File: src/rtl/decoder_256bit_seq.sv
// Streaming index-to-one-hot decoder with optional multi-beat OR accumulation.
// One output register; out_cnt reports distinct bits set, out_any flags non-empty output.
module decoder_256bit_seq #(
  parameter  int unsigned IDXW = 8,
  localparam int unsigned W    = 2**IDXW,
  localparam int unsigned CW   = IDXW + 1
) (
  input  logic            clk,
  input  logic            rst,
  input  logic            in_valid,
  output logic            in_ready,
  input  logic [IDXW-1:0] in_idx,
  input  logic            in_en,
  input  logic            in_mode,
  input  logic            in_last,
  output logic            out_valid,
  input  logic            out_ready,
  output logic [W-1:0]    out_vec,
  output logic            out_any,
  output logic [CW-1:0]   out_cnt
);

  typedef enum logic {IDLE, ACCUM} state_t;

  state_t        state;
  logic [W-1:0]  acc_vec;
  logic [CW-1:0] acc_cnt;

  logic          accept;
  logic          closes;
  logic          fresh;
  logic [W-1:0]  dec;
  logic [W-1:0]  base_vec;
  logic [CW-1:0] base_cnt;
  logic [W-1:0]  merged_vec;
  logic [CW-1:0] merged_cnt;

  // Output slot is free when empty or being drained this cycle.
  assign in_ready = !out_valid || out_ready;

  // Merge the decoded beat into the open group (or an empty base in IDLE).
  always_comb begin
    accept = in_valid && in_ready;
    dec    = '0;
    if (in_en) dec[in_idx] = 1'b1;
    base_vec   = (state == ACCUM) ? acc_vec : '0;
    base_cnt   = (state == ACCUM) ? acc_cnt : '0;
    fresh      = in_en && !base_vec[in_idx];
    merged_vec = base_vec | dec;
    merged_cnt = base_cnt + CW'(fresh);
    closes     = (state == IDLE) ? (!in_mode || in_last) : in_last;
  end

  // Group FSM, accumulator and output register.
  always_ff @(posedge clk or posedge rst) begin
    if (rst) begin
      state     <= IDLE;
      acc_vec   <= '0;
      acc_cnt   <= '0;
      out_valid <= 1'b0;
      out_vec   <= '0;
      out_any   <= 1'b0;
      out_cnt   <= '0;
    end else begin
      if (out_valid && out_ready) out_valid <= 1'b0;
      if (accept) begin
        if (closes) begin
          out_valid <= 1'b1;
          out_vec   <= merged_vec;
          out_cnt   <= merged_cnt;
          out_any   <= (merged_cnt != '0);
          acc_vec   <= '0;
          acc_cnt   <= '0;
          state     <= IDLE;
        end else begin
          acc_vec <= merged_vec;
          acc_cnt <= merged_cnt;
          state   <= ACCUM;
        end
      end
    end
  end

endmodule

File: config.mk
export PLATFORM = sky130hd
export DESIGN_NAME = decoder_256bit_seq
export DESIGN_NICKNAME = d
export VERILOG_FILES = /design/src/rtl/decoder_256bit_seq.sv
export SDC_FILE = /design/constraint.sdc
export NUM_CORES = 1
export LEC_CHECK = 0
export ABC_CLOCK_PERIOD_IN_PS = 24700
export CELL_PAD_IN_SITES_DETAIL_PLACEMENT = 0
export CELL_PAD_IN_SITES_GLOBAL_PLACEMENT = 1
export CORE_UTILIZATION = 44
export DETAILED_ROUTE_END_ITERATION = 8
export GPL_ROUTABILITY_DRIVEN = 0
export GPL_TIMING_DRIVEN = 0
export PLACE_DENSITY_LB_ADDON = 0.1
export SYNTH_ARGS = -nofsm -noshare
export SYNTH_HDL_FRONTEND = slang
export SYNTH_SLANG_ARGS = --single-unit
File: constraint.sdc
create_clock -name clk -period 24.7 [get_ports clk]
set_input_delay 6.175 -clock clk [delete_from_list [all_inputs] [get_ports clk]]
set_output_delay 6.175 -clock clk [all_outputs]
set_load 0.02 [all_outputs]
==> results.md <==
Route:
- The total number of vias is 22,443.
- The ratio of routed vias to standard cells is 6.34.
- The final wirelength is 98,300 um.
- The post-detailed-route count of antenna-violating nets is 0.
- The violation count after the first detailed-route iteration is 3,061.
- Before antenna repair, the detailed router went through 8 iterations.
- For this run, design rule violations remaining after detail routing come to 0.
- Dividing the detail-routed wire length by the instance count gives 27.8 um.

Floorplan:
- The initial standard-cell utilization of the core is 0.445.
- The height of the die is 235 um.
- The area enclosed by the die boundary is 55,300 sq um.
- The I/O pin total is 283.
- The floorplan row count is 85.
- In this run the standard cell core region covers 53,700 sq um.
- Measured along the x axis, the die boundary spans 235 um.

Synth:
- Each instance of the synthesized netlist takes up on average 9.73 sq um.
- The share of flip-flops with an asynchronous set or reset after synthesis is 1.00.
- In this run, synthesis inferred 0 flip-flops with an integrated enable.
- The sequential fraction of the synthesis area is 0.558.
- The number of nets in the synthesized netlist is 2,472.
- The number of different library cells in the post-synthesis netlist is 68.
- In the synthesized netlist the dominant register cell turns out to be dfrtp_1.
- The total of warnings raised by yosys is 0.
- In this run, synthesis produced a sequential element count of 533.
- The cell area that synthesis handed to floorplanning was 23,900 sq um.
- The post-synthesis instance total is 2,455.

Worst setup path:
- By startpoint and endpoint, the worst setup path is classified as in -> out.
- Traced cell by cell, the critical path runs through clkdlybuf4s50_1 -> nand2b_1 -> clkdlybuf4s50_1.
- Counting both buffers and inverters, the worst setup path holds a total of 2.
- STA classifies the critical path startpoint as an input port.
- At the worst endpoint, the required time is 18.52 ns.
- In this run the worst path has a maximum fanout of 4.
- The cell family contributing the most delay on the critical path is buffers and inverters.
- The library cell contributing the largest single delay on the critical path is clkdlybuf4s50_1.
- For this run, the slowest stage of the critical path takes 0.64 ns.
- For the worst setup path, the data arrival time is 7.46 ns.
- STA classifies the critical path endpoint as an output port.
- The cell that appears most often on the critical path is clkdlybuf4s50_1.

Timing:
- The count of final hold-check violations is 0.
- The count of endpoints failing setup in the final report is 0.
- The pin slew with the least headroom to its limit is 1.52 ns.
- In the finished design, the share of the clock period the worst path needs comes to 0.552.
- The final critical delay including setup and external delays is 13.63 ns.
- The number of pins with negative max-slew slack in the final report is 11.
- Hold is met by 0.480 ns.
- Setup repair after global routing left no endpoint under its margin.
- The maximum clock frequency is 73.4 MHz.
- Measured against its own limit, the worst slew margin works out to -0.0150.
- Setup slack closes at 11.07 ns.
- The worst clock skew is 0.0156 ns.

Power:
- Power comes to 2.47 mW.
- For this design the ratio of total power to cell area is 83.3 nW/um^2.
- The worst-case IR drop observed on VDD is 0.0000562 V.
- Summed over all cells, the static leakage comes to 12.5 nW.

Cells and area:
- The share of post-route cells with drive strength above 1 is 0.0648.
- At the end of the flow, the number of nets in the layout was 2,816.
- The number of fillers in the final layout is 4,902.
- The layout overhead on the synthesized area is 23.9%.
- The utilization after layout is 0.551.

Clock network:
- Counting along the longest clock path gives a buffer depth of 3.
- The number of buffers added for setup after CTS is 0.
- The number of gates resized after CTS is 0.
- The buffer cell driving the clock tree root is clkbuf_16.
- The clock reaches the later pin of the worst-skew pair after 0.63 ns.
- The H-tree was split into 2 levels.
- The clock sink total is 533.
- The number of CTS-inserted buffers is 57.
- After clock tree synthesis, the clock-pin slew on the worst setup and hold paths is 0.06 ns.
- Hold repair after CTS inserted 0 buffers.
- The clock tree from TritonCTS is built.

Place:
- The HPWL after detailed placement is 68,500 um.
- The post-placement worst setup slack is 11.07 ns.
- The count of buffers inserted at the top-level ports is 281.

Run status:
- The checks that failed: max-capacitance violations, max-slew violations.
- The run finished, with violations left.

Global routing:
- The number of antenna violations at the first check in global routing is 3.
- The number of global-route vias before repair is 21,465.
- The wire length of the first global-routing pass is 143,000 um.
- After global routing the overflow that remains totals 0.
- For this run, the total global-route usage over all layers was measured as 0.351.
- Entering global routing, the biggest net connects 128 pins.

Run:
- The reported max-cap violation count is 1.

Min path:
- The path class of the tightest hold or removal check is reg -> reg.
## flip-flops by register name, indices dropped and copies added, names as in the netlist
| signal | count |
|---|---|
| acc_cnt | 9 |
| out_vec | 256 |
| state | 1 |
| out_cnt | 9 |
| acc_vec | 256 |
| out_any | 1 |
| out_valid | 1 |
## cells by family (layout without fill, tap and decap cells)
kind of cell               Yosys count  in the layout  share of synthesized area
and+or+nand+nor                    973            973                      0.164
AOI/OAI and AO/OA                  626            626                      0.187
DFF                                533            533                      0.558
buffers and inverters              244            630                     0.0427
muxes                               70             70                     0.0441
xor gates and xnor gates             7              7                    0.00257
adders and majority gates            2              2                    0.00105
other                                0              1                          0
## routing by layer
metal	GRT usage	routed length [um]	part of all wire	up-vias
li1	-	-	-	9440
met1	0.473	38600	0.39	11206
met2	0.531	43400	0.44	1427
met3	0.0784	10300	0.10	368
met4	0.187	6010	0.061	2
met5	0	13	0.00013	-
## worst reg2reg max path: stages, from the launching register on
cell,delay (ns)
dfrtp_1,0.50
clkinv_1,0.57
nor2_1,1.11
a32o_1,0.26
nor4b_1,0.09
a211o_1,0.29
a31oi_1,0.21
and4bb_1,0.35
ha_1,0.29
ha_1,0.29
nand3_1,0.13
xor2_1,0.14
nor2_1,0.08
nor2_1,0.14
nand4_1,0.10
o32a_1,0.29
## cell usage in the layout (no fill, tap or decap), types with 13 or more instances in the layout
| cell | instances |
|---|---|
| nor3_1 | 15 |
| dfrtp_1 | 533 |
| buf_1 | 20 |
| o21ai_0 | 241 |
| a22o_1 | 48 |
| clkbuf_16 | 57 |
| nand3_1 | 20 |
| buf_2 | 35 |
| and3_1 | 18 |
| clkbuf_1 | 193 |
| clkdlybuf4s50_1 | 281 |
| a221oi_1 | 254 |
| a31oi_1 | 13 |
| a22oi_1 | 13 |
| mux2i_1 | 31 |
| mux4_2 | 27 |
| clkbuf_8 | 16 |
| nor2_1 | 554 |
| nand2_1 | 314 |
## layout make-up
class / count / area [sq um] / share of cell area
flip-flops and latches: 533 / 13300 / 0.450
multi-input cells: 1678 / 9540 / 0.322
repair buffers: 285 / 2920 / 0.0987
clock buffers: 88 / 1700 / 0.0575
plain buffers: 242 / 1010 / 0.0342
well taps: 696 / 871 / 0.0294
clock inverters: 13 / 204 / 0.00689
inverters: 2 / 15.0 / 0.000507
diodes: 1 / 2.50 / 0.0000845
## final timing paths
path / from / slack [ns] / cells after the start / to
worst max-delay path: out_ready / 11.07 / 3 / in_ready
worst min-delay path: out_cnt[1] / 0.48 / 2 / out_cnt[1]
worst min register to register: out_cnt[1] / 0.48 / 2 / out_cnt[1]
min in group asynchronous: rst / 6.05 / 2 / out_vec[182]
worst max register to register: state / 19.74 / 15 / out_any
max in group asynchronous: rst / 17.19 / 4 / out_vec[51]
## synthesized netlist by cell type (all sizes together), types with 6 or more instances
| cell | n | share of area |
|---|---|---|
| a21oi | 10 | 0.0021 |
| a221oi | 255 | 0.094 |
| a22o | 48 | 0.018 |
| a22oi | 13 | 0.0041 |
| a31oi | 13 | 0.0034 |
| and2 | 7 | 0.0018 |
| and3 | 18 | 0.0047 |
| buf | 64 | 0.014 |
| clkbuf | 178 | 0.028 |
| dfrtp | 533 | 0.56 |
| mux2 | 12 | 0.0057 |
| mux2i | 31 | 0.013 |
| mux4 | 27 | 0.025 |
| nand2 | 314 | 0.049 |
| nand2b | 12 | 0.0031 |
| nand3 | 20 | 0.0042 |
| nand4 | 6 | 0.0016 |
| nor2 | 555 | 0.087 |
| nor3 | 17 | 0.0040 |
| o21ai | 242 | 0.051 |
| o22ai | 10 | 0.0026 |
## through the flow
stage	area, sq um	TNS, ns	instances
2_1_floorplan	23900	0	2455
3_5_place_dp	27700	0	3436
5_1_grt	29600	0	3538
4_1_cts	29600	0	3537
6_report	29600	0	3538
3_3_place_gp	27600	-1094.70	3432
## power by group
| group | internal, mW | switching [mW] |
|---|---|---|
| sequential | 0.959 | 0.0549 |
| clock | 0.523 | 0.365 |
| combinational | 0.221 | 0.343 |
| total | 1.70 | 0.764 |
Note: power is estimated with default switching activity, not from simulation.
